### config.mk
export PLATFORM = sky130hd
export DESIGN_NAME = seq_detector
export DESIGN_NICKNAME = d
export VERILOG_FILES = /design/src/rtl/seq_pkg.sv /design/src/rtl/seq_next_state.sv /design/src/rtl/seq_detector.sv
export SDC_FILE = /design/constraint.sdc
export NUM_CORES = 1
export LEC_CHECK = 0
export CORE_AREA = 3 3 40 42
export CTS_CLUSTER_DIAMETER = 50
export DETAILED_ROUTE_END_ITERATION = 10
export DIE_AREA = 0 0 43 45
export MAX_ROUTING_LAYER = met4
export PLACE_DENSITY_LB_ADDON = 0.2
export SYNTH_ARGS = -nofsm -noshare
export SYNTH_HDL_FRONTEND = slang
export SYNTH_SLANG_ARGS = --single-unit
### constraint.sdc
create_clock -name CLK -period 1.5 [get_ports CLK]
set_clock_uncertainty 0.05 [all_clocks]
set_input_delay 0.15 -clock CLK [delete_from_list [all_inputs] [get_ports CLK]]
set_output_delay 0.15 -clock CLK [all_outputs]
set_load 0.05 [all_outputs]
### src/rtl/seq_pkg.sv
// Shared constants and elaboration-time helpers for the serial sequence detector.
// The fallback function builds the KMP transition table from the pattern.
package seq_pkg;

    localparam int unsigned DEFAULT_PAT_W = 4;
    localparam logic [3:0] DEFAULT_PATTERN = 4'b1011;

    function automatic int unsigned state_width(input int unsigned pat_w);
        return $clog2(pat_w + 1);
    endfunction

    // Longest pattern prefix shorter than pat_w that is a suffix of
    // (first s pattern bits, then b). Covers both advance and fallback.
    function automatic int unsigned kmp_next(input int unsigned pattern,
                                             input int unsigned pat_w,
                                             input int unsigned s,
                                             input int unsigned b);
        int unsigned seq;
        int unsigned kmax;
        int unsigned best;
        seq  = ((pattern >> (pat_w - s)) << 1) | (b & 32'd1);
        kmax = (s + 1 < pat_w) ? s + 1 : pat_w - 1;
        best = 0;
        for (int unsigned k = 1; k <= kmax; k++) begin
            if ((seq & ((32'd1 << k) - 32'd1)) == (pattern >> (pat_w - k))) begin
                best = k;
            end
        end
        return best;
    endfunction

endpackage

### src/rtl/seq_next_state.sv
// Combinational next-state logic for the sequence detector.
// Transition table is fixed at elaboration from PATTERN.
module seq_next_state
    import seq_pkg::*;
#(
    parameter int unsigned      PAT_W   = DEFAULT_PAT_W,
    parameter logic [PAT_W-1:0] PATTERN = DEFAULT_PATTERN,
    parameter bit               OVERLAP = 1'b1,
    localparam int unsigned     SW      = state_width(PAT_W)
) (
    input  logic [SW-1:0] state,
    input  logic          din,
    input  logic          din_valid,
    output logic [SW-1:0] next_state,
    output logic          hit
);

    localparam int unsigned NUM_S = 2 ** SW;
    localparam logic [SW-1:0] LAST = SW'(PAT_W - 1);

    logic [SW-1:0] tbl0    [NUM_S];
    logic [SW-1:0] tbl1    [NUM_S];
    logic          exp_bit [NUM_S];

    // Unreachable encodings fall back to 0 so a corrupted state self-recovers.
    for (genvar s = 0; s < NUM_S; s++) begin : g_tbl
        if (s < PAT_W) begin : g_live
            assign tbl0[s]    = SW'(kmp_next(32'(PATTERN), PAT_W, s, 0));
            assign tbl1[s]    = SW'(kmp_next(32'(PATTERN), PAT_W, s, 1));
            assign exp_bit[s] = PATTERN[PAT_W-1-s];
        end else begin : g_pad
            assign tbl0[s]    = '0;
            assign tbl1[s]    = '0;
            assign exp_bit[s] = 1'b0;
        end
    end

    always_comb begin
        next_state = state;
        hit        = 1'b0;
        if (din_valid) begin
            next_state = din ? tbl1[state] : tbl0[state];
            if (din == exp_bit[state] && state == LAST) begin
                hit = 1'b1;
                if (!OVERLAP) begin
                    next_state = '0;
                end
            end
        end
    end

endmodule

### src/rtl/seq_detector.sv
// Serial sequence detector: flags each occurrence of PATTERN with a registered
// one-cycle pulse and keeps a saturating match count.
module seq_detector
    import seq_pkg::*;
#(
    parameter int unsigned      PAT_W   = DEFAULT_PAT_W,
    parameter logic [PAT_W-1:0] PATTERN = DEFAULT_PATTERN,
    parameter bit               OVERLAP = 1'b1,
    parameter int unsigned      CNT_W   = 8,
    localparam int unsigned     SW      = state_width(PAT_W)
) (
    input  logic             CLK,
    input  logic             Reset,
    input  logic             din,
    input  logic             din_valid,
    input  logic             clr_cnt,
    output logic             match,
    output logic [CNT_W-1:0] match_cnt,
    output logic [SW-1:0]    state
);

    logic [SW-1:0]    state_q, state_d;
    logic             match_q, match_d;
    logic [CNT_W-1:0] cnt_q, cnt_d;
    logic             hit;

    seq_next_state #(
        .PAT_W   (PAT_W),
        .PATTERN (PATTERN),
        .OVERLAP (OVERLAP)
    ) u_next_state (
        .state      (state_q),
        .din        (din),
        .din_valid  (din_valid),
        .next_state (state_d),
        .hit        (hit)
    );

    // Clear beats a simultaneous match; the pulse itself is never suppressed.
    always_comb begin
        match_d = hit;
        cnt_d   = cnt_q;
        if (clr_cnt) begin
            cnt_d = '0;
        end else if (hit && cnt_q != '1) begin
            cnt_d = cnt_q + 1'b1;
        end
    end

    always_ff @(posedge CLK) begin
        if (Reset) begin
            state_q <= '0;
            match_q <= 1'b0;
            cnt_q   <= '0;
        end else begin
            state_q <= state_d;
            match_q <= match_d;
            cnt_q   <= cnt_d;
        end
    end

    assign state     = state_q;
    assign match     = match_q;
    assign match_cnt = cnt_q;

endmodule

# Word-level counts from Yosys, hierarchy flattened
# Memories as Yosys holds them, arrays and structs flattened.
# Index checks and enable logic that the tools add are counted.
# totals
regBits,12
latchBits,0
ram_bits,0
mem_bits_ro,56
input_bits,5
out_inout_bits,12
wordCells,24
n_memories,3
# op_classes
n_addsub,1
multipliers,0
div,0
n_lt_le_gt_ge,1
eq_ne,3
n_shift,0
n_mux,9
bitwise,1
reduce_logical,3
# memory_table
name,words,word_bits,read_ports,rd_clocked_by_memory_dff,write_ports,line,rtl
(name not given),8,3,1,0,0,seq_next_state.sv:42,next_state = din ? tbl1[state] : tbl0[state];
(name not given),8,3,1,0,0,seq_next_state.sv:42,
(name not given),8,1,1,0,0,seq_next_state.sv:43,if (din == exp_bit[state] && state == LAST) begin
# ops
op,count
$mux 3,5
$add 8x1->8 const B,1
$ne 8x8->1 const B,1
$ge 4x4->1 const B,1
$mux 1,4
$not 3->4,1
$eq 3x2->1 const B,1
$logic_and 1x1->1,2
$reduce_or 2->1,1
$eq 1x1->1,1

# Longest topological paths before layout
# Gate-level depths: netlist of run 1.
# depth
depth_word,9
depth_mapped,5
depth_no_buf,5

# Cells and area by module
# Synthesis of run 1 repeated with hierarchy kept, for this count alone.
# hier_totals
cells_unflattened,61
hier_area_um2,578.1
# modules_own_cells
module,n_inst,cells_per_inst,area_per_inst_um2,seq_area_each_um2
seq_detector,1,51,513.0,240.2
seq_next_state,1,10,65.1,0.0

# Worst setup path before layout of run 1
# Ideal clock, no wire load.
# synth_path
kind,register -> register
startpoint,"register cnt_q[0], in the netlist match_cnt[0]"
endpoint,"register cnt_q[1], in the netlist match_cnt[1]"
setup_time_ns,0.124
arrival_ns,1.614
required_time_ns,1.326
slack_ns,-0.288
stages_incl_launch_ff,6
n_path_buf,0
period_less_slack_ns,1.788
path_cell_list,dfxtp_1 > ha_1 > nand3_1 > o21ai_1 > mux2i_1 > nor2_1
# synth_via
elab_chain_cells,2
word_cells_on_any_way,3
cone_classes,add/sub (1); eq/ne (1); reduce/logical (1)
# synth_lines
item,line,rtl
"start, declared",seq_detector.sv:24,"logic [CNT_W-1:0] cnt_q, cnt_d;"
"start signal, assigned",seq_detector.sv:58,cnt_q <= cnt_d;
"parallel branches: the longest is 2 deep, another holds $add 8x1->8",-,
# Several ways; the timed one is not identified.
# A chain may end at the register's enable or synchronous reset.

# Worst setup path in the final report of run 1
# layout_path
startpoint,"register cnt_q[0], in the netlist match_cnt[0]"
endpoint,"register cnt_q[4], in the netlist match_cnt[4]"
# The elaborated chain is that of the path after synthesis.

==> results of run 1 <==
-- metal layers --
metal	wire [um]	global-route usage	up-vias
met2	446	0.201	13
li1	-	-	240
met1	536	0.146	203
met5	0	-	-
met4	34	0.0904	0
met3	67	0.0279	5
-- power breakdown --
group	switching, W	internal, W
Sequential	0.00000311	0.000291
Clock	0.000105	0.000103
Combinational	0.0000253	0.0000160
Total	0.000134	0.000410
-- path summary, 6_finish.rpt --
path	start	endpoint	slack, ps	cells past startpoint
hold / removal	Reset	state[1]$_SDFFE_PP0P_	410	2
setup / recovery	match_cnt[0]$_SDFFE_PP0P_	match_cnt[4]$_SDFFE_PP0P_	100	5
setup reg to reg	match_cnt[0]$_SDFFE_PP0P_	match_cnt[4]$_SDFFE_PP0P_	100	5
hold reg to reg	match_cnt[6]$_SDFFE_PP0P_	match_cnt[6]$_SDFFE_PP0P_	470	2
-- flip-flops by register name, indices dropped and copies added (netlist names) --
| register | cells |
|---|---|
| match_cnt | 8 |
| state | 2 |
| match | 1 |
-- cell usage after synthesis (all sizes together) --
| cell | count | area (um2) |
|---|---|---|
| inv | 2 | 7.51 |
| buf | 2 | 11.3 |
| or2 | 1 | 6.26 |
| o21ai | 2 | 10.0 |
| mux2i | 2 | 20.0 |
| nor2 | 10 | 37.5 |
| ha | 1 | 12.5 |
| conb | 1 | 3.75 |
| nand4 | 3 | 25.0 |
| a2111oi | 1 | 15.0 |
| nand3 | 1 | 5.00 |
| o2111ai | 1 | 8.76 |
| dfxtp | 11 | 220 |
| o31ai | 1 | 7.51 |
| and2 | 1 | 6.26 |
| and3 | 2 | 12.5 |
| o211ai | 2 | 15.0 |
| nand2 | 2 | 7.51 |
| xnor2 | 2 | 17.5 |
| xor2 | 4 | 35.0 |
| or4 | 1 | 7.51 |
| a21oi | 2 | 10.0 |
| and4 | 2 | 20.0 |
-- placed cells by master (no fill, tap or decap), types with 3 or more instances in the layout --
cell and n:
buf_4 12, clkbuf_4 3, clkdlybuf4s50_1 4, dfxtp_2 8, nor2_1 10, xor2_1 4
-- through the flow --
stage	cells	cell area, um2
4_1_cts	90	707
6_report	90	707
2_1_floorplan	57	543
3_5_place_dp	86	681
5_1_grt	90	707
3_3_place_gp	86	681
-- kinds of logic after synthesis --
| family | count (synthesis) | synth area share |
|---|---|---|
| adder cells (fa/ha/maj) | 1 | 0.0240 |
| AO/OA/AOI/OAI | 9 | 0.127 |
| flip-flops | 11 | 0.422 |
| other | 1 | 0.00719 |
| XOR/XNOR | 6 | 0.101 |
| buffers and inverters | 4 | 0.0360 |
| AND/OR/NAND/NOR | 23 | 0.245 |
| multiplexers | 2 | 0.0384 |
-- area by class of cell --
cell class	count	area, um2
sequential	11	238
clock buffer	4	26.3
multi-input combinational	42	287
tap	15	18.8
timing repair buffer	16	130
inverter	2	7.51
fill	122	578
==> qor.csv, run 1 <==
stage,metric,value,unit
run_status,status,"complete, no violations",
layout,Layout Nets,82,
detailed_routing,DR pass1 iterations,4,
logic_synthesis,"Avg Cell Area, Syn",9.15,um2
hold_path,Hold WC Path Type,in -> reg,
detailed_routing,DRT Wirelength,1.08,mm
floorplan,standard cell core area,1280,um2
global_routing,vias in the first global route,421,
timing,f_max,716,MHz
floorplan,Initial Util,0.406,
clocking,hold_buf cts,0,
timing,Max Slew Vio Count,0,
layout,share of layout cells above drive strength 1,0.400,
timing,Setup WS post-layout,103,ps
global_routing,overall routing resource usage,0.128,
place,pre-CTS setup slack,-139,ps
clocking,Post CTS Setup Buffer Count,0,
place,I/O Buffers,15,
clocking,clock tree from TritonCTS,done,
global_routing,GRT overflow,0,
layout,Area Growth Syn to Fin,35.5,%
detailed_routing,Antenna Violating Nets Remaining,0,
floorplan,row count,13,
worst_setup_path,CP max stage delay,380,ps
worst_setup_path,CP startpoint kind,flop,
clocking,clock sinks,11,
timing,Final period util,0.931,
worst_setup_path,CP max FO,4,
timing,final hold slack,414,ps
power,Power Density,769,nW/um2
clocking,post-CTS resize count,0,
logic_synthesis,#FFs+latches synth,11,
power,Pleak,0.291,nW
worst_setup_path,CP Cell Sequence,"ha_1, nand2_1, a2111oi_2, xnor2_1, nor2_1",
timing,minimum clock period,1400,ps
logic_synthesis,syn nets,63,
floorplan,I/O pin total,17,
logic_synthesis,Mapped Cells,57,
logic_synthesis,Synth Cell Area,522,um2
timing,Final setup viols,0,
clocking,Worst-path clk slew,70,ps
floorplan,Die Ht,45,um
worst_setup_path,kind of cell adding the most delay to the critical path,compound AO/OA/AOI/OAI gates,
clocking,worst skew pair latency,270,ps
global_routing,antenna violations before repair,0,
global_routing,largest net degree at the start of global routing,9,
detailed_routing,vias,461,
place,GP Congestion,0.704,
detailed_routing,Iteration-0 DRC Markers,4,
power,Power Total,0.000543,W
floorplan,Die X,43,um
global_routing,first-pass GRT wire length,1.75,mm
logic_synthesis,post-synthesis sequential area ratio,0.422,
worst_setup_path,critical path type,reg -> reg,
worst_setup_path,"Buf+Inv Stages, Crit Path",0,
detailed_routing,DRC viols,0,
floorplan,Die Footprint,1940,um2
worst_setup_path,data required time of the worst path,1620,ps
layout,ant diodes,0,
clocking,H-Tree Level Count,1,
place,post-detail-place hpwl,784,um
clocking,Max clock buf depth,2,
timing,final hold vios,0,
flow_run,max-cap viol count,0,
worst_setup_path,critical path endpoint category,flop,
worst_setup_path,Crit-path slowest cell,a2111oi_2,
clocking,Num CTS Buffers,3,
detailed_routing,via/cell ratio,5.12,
worst_setup_path,Critical Path AT,1510,ps
power,Peak VDD IR,485,uV
detailed_routing,WL per Instance,12.0,um
logic_synthesis,"Distinct cells, synth",27,
clocking,root buffer cell,clkbuf_4,
layout,final core occ,0.550,
logic_synthesis,synth warn,0,
timing,TNS Setup,0,ps
timing,RSZ-0062 raised after global routing,false,
No activity file was read; power rests on OpenSTA's default activity.
==> run 2: changes to the inputs <==
Settings changed: MAX_ROUTING_LAYER met4 to default.
Clock period 1.5 ns to 1.3 ns, I/O delays scaled along.
==> qor.csv, run 2 (synthesis results as in run 1) <==
stage,metric,value,unit
hold_path,Hold WC Path Type,in -> reg,
global_routing,antenna violations before repair,0,
timing,minimum clock period,1320,ps
run_status,status,"finished, violations left",
floorplan,Die Ht,45,um
clocking,Num CTS Buffers,3,
place,GP Congestion,0.697,
clocking,Max clock buf depth,2,
floorplan,standard cell core area,1280,um2
clocking,root buffer cell,clkbuf_4,
run_status,failing checks,setup timing,
clocking,clock tree from TritonCTS,done,
layout,ant diodes,0,
timing,Max Slew Vio Count,0,
global_routing,vias in the first global route,520,
floorplan,I/O pin total,17,
timing,final hold vios,0,
power,Power Density,639,nW/um2
timing,Final period util,1.01,
detailed_routing,DRT Wirelength,1.37,mm
clocking,Worst-path clk slew,80,ps
clocking,worst skew pair latency,270,ps
layout,FF+latch area,253,um2
global_routing,first-pass GRT wire length,2.16,mm
layout,Area Growth Syn to Fin,89.4,%
layout,final core occ,0.769,
flow_run,max-cap viol count,0,
detailed_routing,via/cell ratio,5.24,
layout,fill cell count,79,
detailed_routing,vias,519,
global_routing,overall routing resource usage,0.150,
power,Peak VDD IR,465,uV
floorplan,Initial Util,0.406,
global_routing,largest net degree at the start of global routing,9,
worst_setup_path,data required time of the worst path,1410,ps
detailed_routing,DR pass1 iterations,3,
timing,RSZ-0062 raised after global routing,true,
detailed_routing,Iteration-0 DRC Markers,7,
power,Pleak,0.376,nW
layout,multi-input logic area,350,um2
worst_setup_path,worst reg2reg setup slack,-20,ps
timing,f_max,759,MHz
place,dpl cell area,921,um2
floorplan,row count,13,
clocking,clock sinks,11,
worst_setup_path,CP startpoint kind,flop,
worst_setup_path,CP max FO,5,
layout,max FFs per register,8,
detailed_routing,Antenna Violating Nets Remaining,0,
timing,TNS Setup,-24.1,ps
worst_setup_path,critical path endpoint category,flop,
worst_setup_path,critical path type,reg -> reg,
place,I/O Buffers,15,
timing,Setup WS post-layout,-16.7,ps
detailed_routing,WL per Instance,13.8,um
global_routing,GRT overflow,0,
floorplan,Die X,43,um
layout,"commonest non-fill, non-tap cell in the layout",buf_12,
layout,share of layout cells above drive strength 1,0.536,
floorplan,Die Footprint,1940,um2
layout,post-route cell area,988,um2
worst_setup_path,Critical Path AT,1420,ps
place,post-detail-place hpwl,1.02,mm
layout,Layout Nets,91,
layout,"commonest cells after routing, fill and taps aside","11 x buf_12, 10 x nor2_1, 10 x buf_4",
detailed_routing,DRC viols,0,
timing,Final setup viols,2,
clocking,H-Tree Level Count,1,
run 2: layer usage:
| layer | global-route usage | share of wire | vias to the layer above |
|---|---|---|---|
| li1 | - | - | 257 |
| met1 | 0.146 | 0.39 | 250 |
| met2 | 0.287 | 0.56 | 12 |
| met3 | 0.0478 | 0.049 | 0 |
| met4 | 0.0723 | 0 | 0 |
| met5 | 0 | 0 | - |
run 2: final timing paths:
path	from	to	cells past startpoint
setup reg to reg	match_cnt[5]$_SDFFE_PP0P_	match_cnt[1]$_SDFFE_PP0P_	4
setup / recovery	match_cnt[5]$_SDFFE_PP0P_	match_cnt[1]$_SDFFE_PP0P_	4
hold / removal	din	state[0]$_SDFFE_PP0P_	3
hold reg to reg	match_cnt[6]$_SDFFE_PP0P_	match_cnt[6]$_SDFFE_PP0P_	2
run 2: stage by stage:
| stage | hold WS, ps | total power [W] | instances | worst slack, ps |
|---|---|---|---|---|
| 2_1_floorplan | 143 | 0.000364 | 57 | -49.6 |
| 4_1_cts | 285 | 0.000638 | 97 | 0.465 |
| 6_report | 347 | 0.000632 | 99 | -16.7 |
| 3_3_place_gp | 459 | 0.000395 | 93 | -296 |
| 3_5_place_dp | 472 | 0.000397 | 93 | -348 |
| 5_1_grt | 370 | 0.000659 | 99 | -80.9 |
run 2: what timing repair did:
| item | in CTS | in global routing |
|---|---|---|
| setup endpoints to repair | 3 | 7 |
| setup buffers | 0 | 2 |
| hold buffers | 0 | 0 |
| gates resized for setup | 4 | 4 |
| pin swaps | 2 | 5 |
run 2: critical path, stage by stage (launching register included):
cell	delay [ps]
dfxtp_4	380
nand4_1	240
o21ai_4	270
mux2i_1	200
nor2_1	60
run 2: cell type report:
class | instances | area share
Multi-Input combinational cell | 42 | 0.354
Timing Repair Buffer | 25 | 0.337
Sequential cell | 11 | 0.256
Clock buffer | 4 | 0.0266
Tap cell | 15 | 0.0190
Inverter | 2 | 0.00759
run 2: power breakdown:
part / leakage, nW / total, W / internal (W) / switching, W
combinational: 0.265 / 0.0000598 / 0.0000269 / 0.0000329
clock: 0.0150 / 0.000242 / 0.000119 / 0.000124
sequential: 0.0962 / 0.000330 / 0.000325 / 0.00000505
